<file path="src/rtl/led_pkg.sv">
// Shared constants and FSM encoding for the LED breathing controller.
package led_pkg;

  localparam int CLK_HZ = 12_000_000;
  // One brightness step per CLK_HZ/256 cycles gives roughly a 1 s ramp over 256 levels.
  localparam int STEP_DIV_DEFAULT = CLK_HZ / 256;

  typedef enum logic [1:0] {
    IDLE = 2'd0,
    UP   = 2'd1,
    HOLD = 2'd2,
    DOWN = 2'd3
  } state_t;

  function automatic int cnt_width(input int n);
    return (n > 1) ? $clog2(n) : 1;
  endfunction

endpackage

</file>
<file path="src/rtl/led_pwm_gen.sv">
// Free-running PWM counter and comparator; led is registered, one cycle behind duty.
module led_pwm_gen #(
  parameter int PWM_BITS = 8
) (
  input  logic                clk,
  input  logic                rst,
  input  logic [PWM_BITS-1:0] duty,
  output logic                led
);

  logic [PWM_BITS-1:0] pwm_cnt_reg;
  logic                led_reg;

  always_ff @(posedge clk) begin
    if (rst) begin
      pwm_cnt_reg <= '0;
      led_reg     <= 1'b0;
    end else begin
      pwm_cnt_reg <= pwm_cnt_reg + PWM_BITS'(1);
      led_reg     <= (pwm_cnt_reg < duty);
    end
  end

  assign led = led_reg;

endmodule

</file>
<file path="src/rtl/led_breathe.sv">
// Breathing LED: ramps PWM brightness up, holds, ramps down while en is requested.
// Optional square-law brightness mapping when LED_BREATHE_GAMMA_EN is defined.
module led_breathe
  import led_pkg::*;
#(
  parameter int PWM_BITS   = 8,
  parameter int STEP_DIV   = STEP_DIV_DEFAULT,
  parameter int HOLD_STEPS = 64
) (
  input  logic                clk,
  input  logic                rst,
  input  logic                en,
  output logic                led,
  output logic                busy,
  output logic [PWM_BITS-1:0] level
);

  localparam int PW = cnt_width(STEP_DIV);
  localparam int HW = cnt_width(HOLD_STEPS);
  localparam logic [PWM_BITS-1:0] LEVEL_MAX = '1;

  state_t              state_reg, state_next;
  logic [PWM_BITS-1:0] level_reg, level_next;
  logic [PW-1:0]       presc_reg, presc_next;
  logic [HW-1:0]       hold_reg, hold_next;
  logic                busy_reg;
  logic                tick;
  logic [PWM_BITS-1:0] duty;

  assign tick = (presc_reg == PW'(STEP_DIV - 1));

  always_comb begin
    state_next = state_reg;
    level_next = level_reg;
    hold_next  = hold_reg;
    presc_next = tick ? '0 : presc_reg + PW'(1);
    case (state_reg)
      IDLE: begin
        // Prescaler parked at zero so the first step lands STEP_DIV cycles after leaving IDLE.
        level_next = '0;
        presc_next = '0;
        if (en) state_next = UP;
      end
      UP: begin
        if (!en) begin
          state_next = DOWN;
        end else if (tick) begin
          if (level_reg == LEVEL_MAX) begin
            state_next = HOLD;
            hold_next  = '0;
          end else begin
            level_next = level_reg + PWM_BITS'(1);
          end
        end
      end
      HOLD: begin
        if (!en) begin
          state_next = DOWN;
        end else if (tick) begin
          if (hold_reg == HW'(HOLD_STEPS - 1)) state_next = DOWN;
          else hold_next = hold_reg + HW'(1);
        end
      end
      DOWN: begin
        // Down-ramp always completes before en is looked at again.
        if (tick) begin
          if (level_reg == '0) state_next = en ? UP : IDLE;
          else level_next = level_reg - PWM_BITS'(1);
        end
      end
    endcase
  end

  always_ff @(posedge clk) begin
    if (rst) begin
      state_reg <= IDLE;
      level_reg <= '0;
      presc_reg <= '0;
      hold_reg  <= '0;
      busy_reg  <= 1'b0;
    end else begin
      state_reg <= state_next;
      level_reg <= level_next;
      presc_reg <= presc_next;
      hold_reg  <= hold_next;
      busy_reg  <= (state_next != IDLE);
    end
  end

`ifdef LED_BREATHE_GAMMA_EN
  logic [2*PWM_BITS-1:0] level_sq;
  assign level_sq = {{PWM_BITS{1'b0}}, level_reg} * {{PWM_BITS{1'b0}}, level_reg};
  assign duty     = PWM_BITS'(level_sq >> PWM_BITS);
`else
  assign duty = level_reg;
`endif

  led_pwm_gen #(
    .PWM_BITS(PWM_BITS)
  ) u_pwm (
    .clk (clk),
    .rst (rst),
    .duty(duty),
    .led (led)
  );

  assign busy  = busy_reg;
  assign level = level_reg;

endmodule

</file>
<file path="config.mk">
export PLATFORM = sky130hd
export DESIGN_NAME = led_breathe
export DESIGN_NICKNAME = d
export VERILOG_FILES = /design/src/rtl/led_pkg.sv /design/src/rtl/led_pwm_gen.sv /design/src/rtl/led_breathe.sv
export SDC_FILE = /design/constraint.sdc
export NUM_CORES = 1
export LEC_CHECK = 0
export CORE_MARGIN = 2
export CORE_UTILIZATION = 46
export CTS_CLUSTER_DIAMETER = 40
export DETAILED_ROUTE_END_ITERATION = 8
export SLEW_MARGIN = 25
export SYNTH_ARGS = -nofsm -noshare
export SYNTH_HDL_FRONTEND = slang
export SYNTH_SLANG_ARGS = --single-unit
</file>
<file path="constraint.sdc">
create_clock -name clk -period 3.03 [get_ports clk]
set_input_delay 0.606 -clock clk [delete_from_list [all_inputs] [get_ports clk]]
set_output_delay 0.606 -clock clk [all_outputs]
set_load 0.05 [all_outputs]
</file>
==> flow_summary.ini <==
[setup_path]
critPathLaunchType = register
timing_worst_setup_path_type = register to register
timing.critical_path.required_ps = 3250
worst_path_arrival_ps = 2820
timing.critical_path.fanout_max = 13
endpoint_type_of_the_worst_setup_path = register

[placed_design]
dp_cells = 341
port_buffers = 12
detailed_place_hpwl_mm = 3.15
post_dp_cell_area_um2 = 2450
finalWeightedCongestion = 0.837

[layout]
largest_register_ffs = 16
synthToLayoutAreaGrowth_pct = 13.0
drive_above_1_share = 0.0532
antenna_cells_inserted = 0
num-nets-final = 302
final_cells = 349
final_cell_area_um2 = 2560

[floorplanning]
floorplan.initialDensity = 0.480
die_extent_in_x_um = 74.2
core_um2 = 4720
die_height_um = 74.2
rows = 25
io_pins = 13
die-area_um2 = 5500

[flow_run]
cap_violations = 0

[drt]
drt_iter0_markers = 122
ant_nets = 0
remaining_drc_errors = 0
vias_per_cell = 5.21
drt_wl_total_mm = 4.28
avgRoutedWirePerCell_um = 12.3
drt_first_pass_iters = 4
route.vias.total = 1818

[clock_tree]
htreeDepth = 2
holdBufCountCts = 0
cts.repair_timing.setup_buffer_count = 0
clock_transition_at_the_registers_of_the_reported_paths_ps = 80
clockBufferDepth = 2
clk_latency_ps = 290
clk_sink_count = 42
cts_made_buffers = 5
tritoncts = yes
cts_resized = 0
clockRootBuffer = sky130_fd_sc_hd__clkbuf_8

[synth]
post_synth_inst_count = 268
post_syn_area_um2 = 2270
async_flop_share = 0
synth_ff_type = sky130_fd_sc_hd__dfxtp_1
synth_seq_cells = 42
post_synth_num_cell_types = 39
yosysSeqAreaShare = 0.371
syn-num-nets = 289
syn_area_cell_um2 = 8.45
yosys_warnings = 0
synth-edff-count = 0

[grt]
maximum_number_of_pins_on_one_net_before_global_route_repair = 18
overflow = 0
first_pass_grt_wire_length_mm = 7.50
grt_pass1_vias = 1673
grt_antenna_before_repair = 0
groute.usage.overall = 0.174

[sta]
slew_headroom = 0.617
finClkSkew_ps = 4.98
max_freq_mhz = 385
worst_pin_slew_ps = 574
rsz0062_at_grt = false
tns_ps = 0
finalWorstPathRequiredPeriod_ps = 2590
slew_violations = 0
setup_violations = 0
timing.final.hold_violations = 0
timing.final.crit_share = 0.856

[pwr]
pwr_density_cell_nw_per_um2 = 437
total_switching_power_mw = 0.269
power_share_of_the_combinational_group = 0.093
power.sequential.fraction = 0.517
static-leakage-power_nw = 0.891
swShare = 0.241
worst_ir_drop_vdd_mv = 0.201
pwr-share-clk = 0.390
cell_internal_pwr_mw = 0.850
total_power_mw = 1.12

[min_path]
worstHoldPathType = register to register

[run_status]
run_status = finished clean
## power by group through the flow
| stage | logic (mW) | clock network (mW) | registers (mW) |
|---|---|---|---|
| 3_5_place_dp | 0.104 | 0 | 0.592 |
| 6_report | 0.104 | 0.436 | 0.579 |
| 4_1_cts | 0.105 | 0.455 | 0.579 |
| 2_1_floorplan | 0.0636 | 0 | 0.602 |
| 3_3_place_gp | 0.104 | 0 | 0.592 |
| 5_1_grt | 0.115 | 0.474 | 0.582 |
## routing by layer
metal  track usage  part of all wire  wire length [um]
met1         0.244              0.53              2260
met2         0.258              0.44              1870
met3        0.0447             0.026               113
met4        0.0646            0.0098                42
met5             0                 0                 0
## cell usage in the layout (no fill, tap or decap), types with 2 or more instances in the layout
cell type / count
sky130_fd_sc_hd__nand4_1: 8
sky130_fd_sc_hd__dfxtp_1: 42
sky130_fd_sc_hd__o211ai_1: 3
sky130_fd_sc_hd__clkdlybuf4s50_1: 12
sky130_fd_sc_hd__inv_1: 13
sky130_fd_sc_hd__and2_1: 2
sky130_fd_sc_hd__ha_1: 17
sky130_fd_sc_hd__a21o_1: 2
sky130_fd_sc_hd__nand3_1: 21
sky130_fd_sc_hd__a21oi_1: 15
sky130_fd_sc_hd__or4_1: 2
sky130_fd_sc_hd__nand2b_1: 3
sky130_fd_sc_hd__and3_1: 4
sky130_fd_sc_hd__xor2_1: 18
sky130_fd_sc_hd__o21bai_1: 2
sky130_fd_sc_hd__nand2_1: 23
sky130_fd_sc_hd__nor3_1: 3
sky130_fd_sc_hd__nand4b_1: 3
sky130_fd_sc_hd__or3_1: 4
sky130_fd_sc_hd__nor4_1: 3
sky130_fd_sc_hd__nor2b_1: 2
sky130_fd_sc_hd__clkbuf_8: 5
sky130_fd_sc_hd__o21ai_0: 6
sky130_fd_sc_hd__xnor2_1: 10
sky130_fd_sc_hd__buf_4: 2
sky130_fd_sc_hd__nor2_1: 39
sky130_fd_sc_hd__or4_4: 2
sky130_fd_sc_hd__clkbuf_1: 2
## worst max-delay path: stages, from the launching register on
cell,delay (ps)
sky130_fd_sc_hd__dfxtp_1,600
sky130_fd_sc_hd__and2_1,410
sky130_fd_sc_hd__ha_1,300
sky130_fd_sc_hd__a21oi_1,180
sky130_fd_sc_hd__o211ai_1,140
sky130_fd_sc_hd__o41ai_1,310
sky130_fd_sc_hd__xnor2_1,130
sky130_fd_sc_hd__or3_1,310
sky130_fd_sc_hd__a31oi_1,150
## synth_stat cells (all sizes together), types with 2 or more instances
cell | n | area (um^2)
inv | 13 | 48.8
o211ai | 3 | 22.5
nand2 | 23 | 86.3
or4 | 4 | 37.5
nor2b | 2 | 12.5
xnor2 | 10 | 87.6
xor2 | 18 | 158
ha | 17 | 213
o21bai | 2 | 15.0
a211oi | 2 | 27.5
o21ai | 6 | 30.0
nand2b | 3 | 18.8
o311ai | 2 | 25.0
nand4 | 8 | 50.1
nor2 | 39 | 146
and2 | 2 | 12.5
nand3 | 22 | 115
or3 | 4 | 25.0
clkbuf | 7 | 26.3
and3 | 4 | 25.0
nand4b | 3 | 26.3
nor3 | 3 | 15.0
a21oi | 15 | 75.1
a21o | 2 | 15.0
dfxtp | 42 | 841
nor4 | 4 | 40.0
## cell type report
| type | instances | area, um^2 |
|---|---|---|
| clock inverter | 1 | 30.0 |
| sequential | 42 | 841 |
| tap | 67 | 83.8 |
| timing repair buffer | 14 | 135 |
| fill | 452 | 2160 |
| inverter | 13 | 48.8 |
| multi-input combinational | 205 | 1350 |
| clock buffer | 7 | 76.3 |
## stage by stage
step / util / hold WS [ps] / setup WS, ps
after floorplan: - / 421 / 615
after global placement: 0.519 / 442 / 510
after detailed placement: 0.519 / 444 / 466
after CTS: 0.542 / 464 / 449
after global routing: 0.542 / 489 / 140
final: 0.542 / 460 / 436
## cells by family (layout without fill, tap and decap cells)
logic type               after synthesis  after routing  synth area share
AND/OR/NAND/NOR                      123            123             0.276
flip-flops                            42             42             0.371
AO/OA/AOI/OAI                         36             36             0.107
XOR/XNOR                              28             28             0.108
buffers and inverters                 21             35            0.0353
adder cells (fa/ha/maj)               18             18             0.103
## final timing paths
kind                              from                   end  slack [ps]  depth (start not counted)
setup reg to reg          state_reg[0]              level[7]         440                          8
setup / recovery          state_reg[0]              level[7]         440                          8
hold / removal    u_pwm.pwm_cnt_reg[0]  u_pwm.pwm_cnt_reg[0]         460                          1
hold reg to reg   u_pwm.pwm_cnt_reg[0]  u_pwm.pwm_cnt_reg[0]         460                          1
Power figures use the tool's default switching activity.
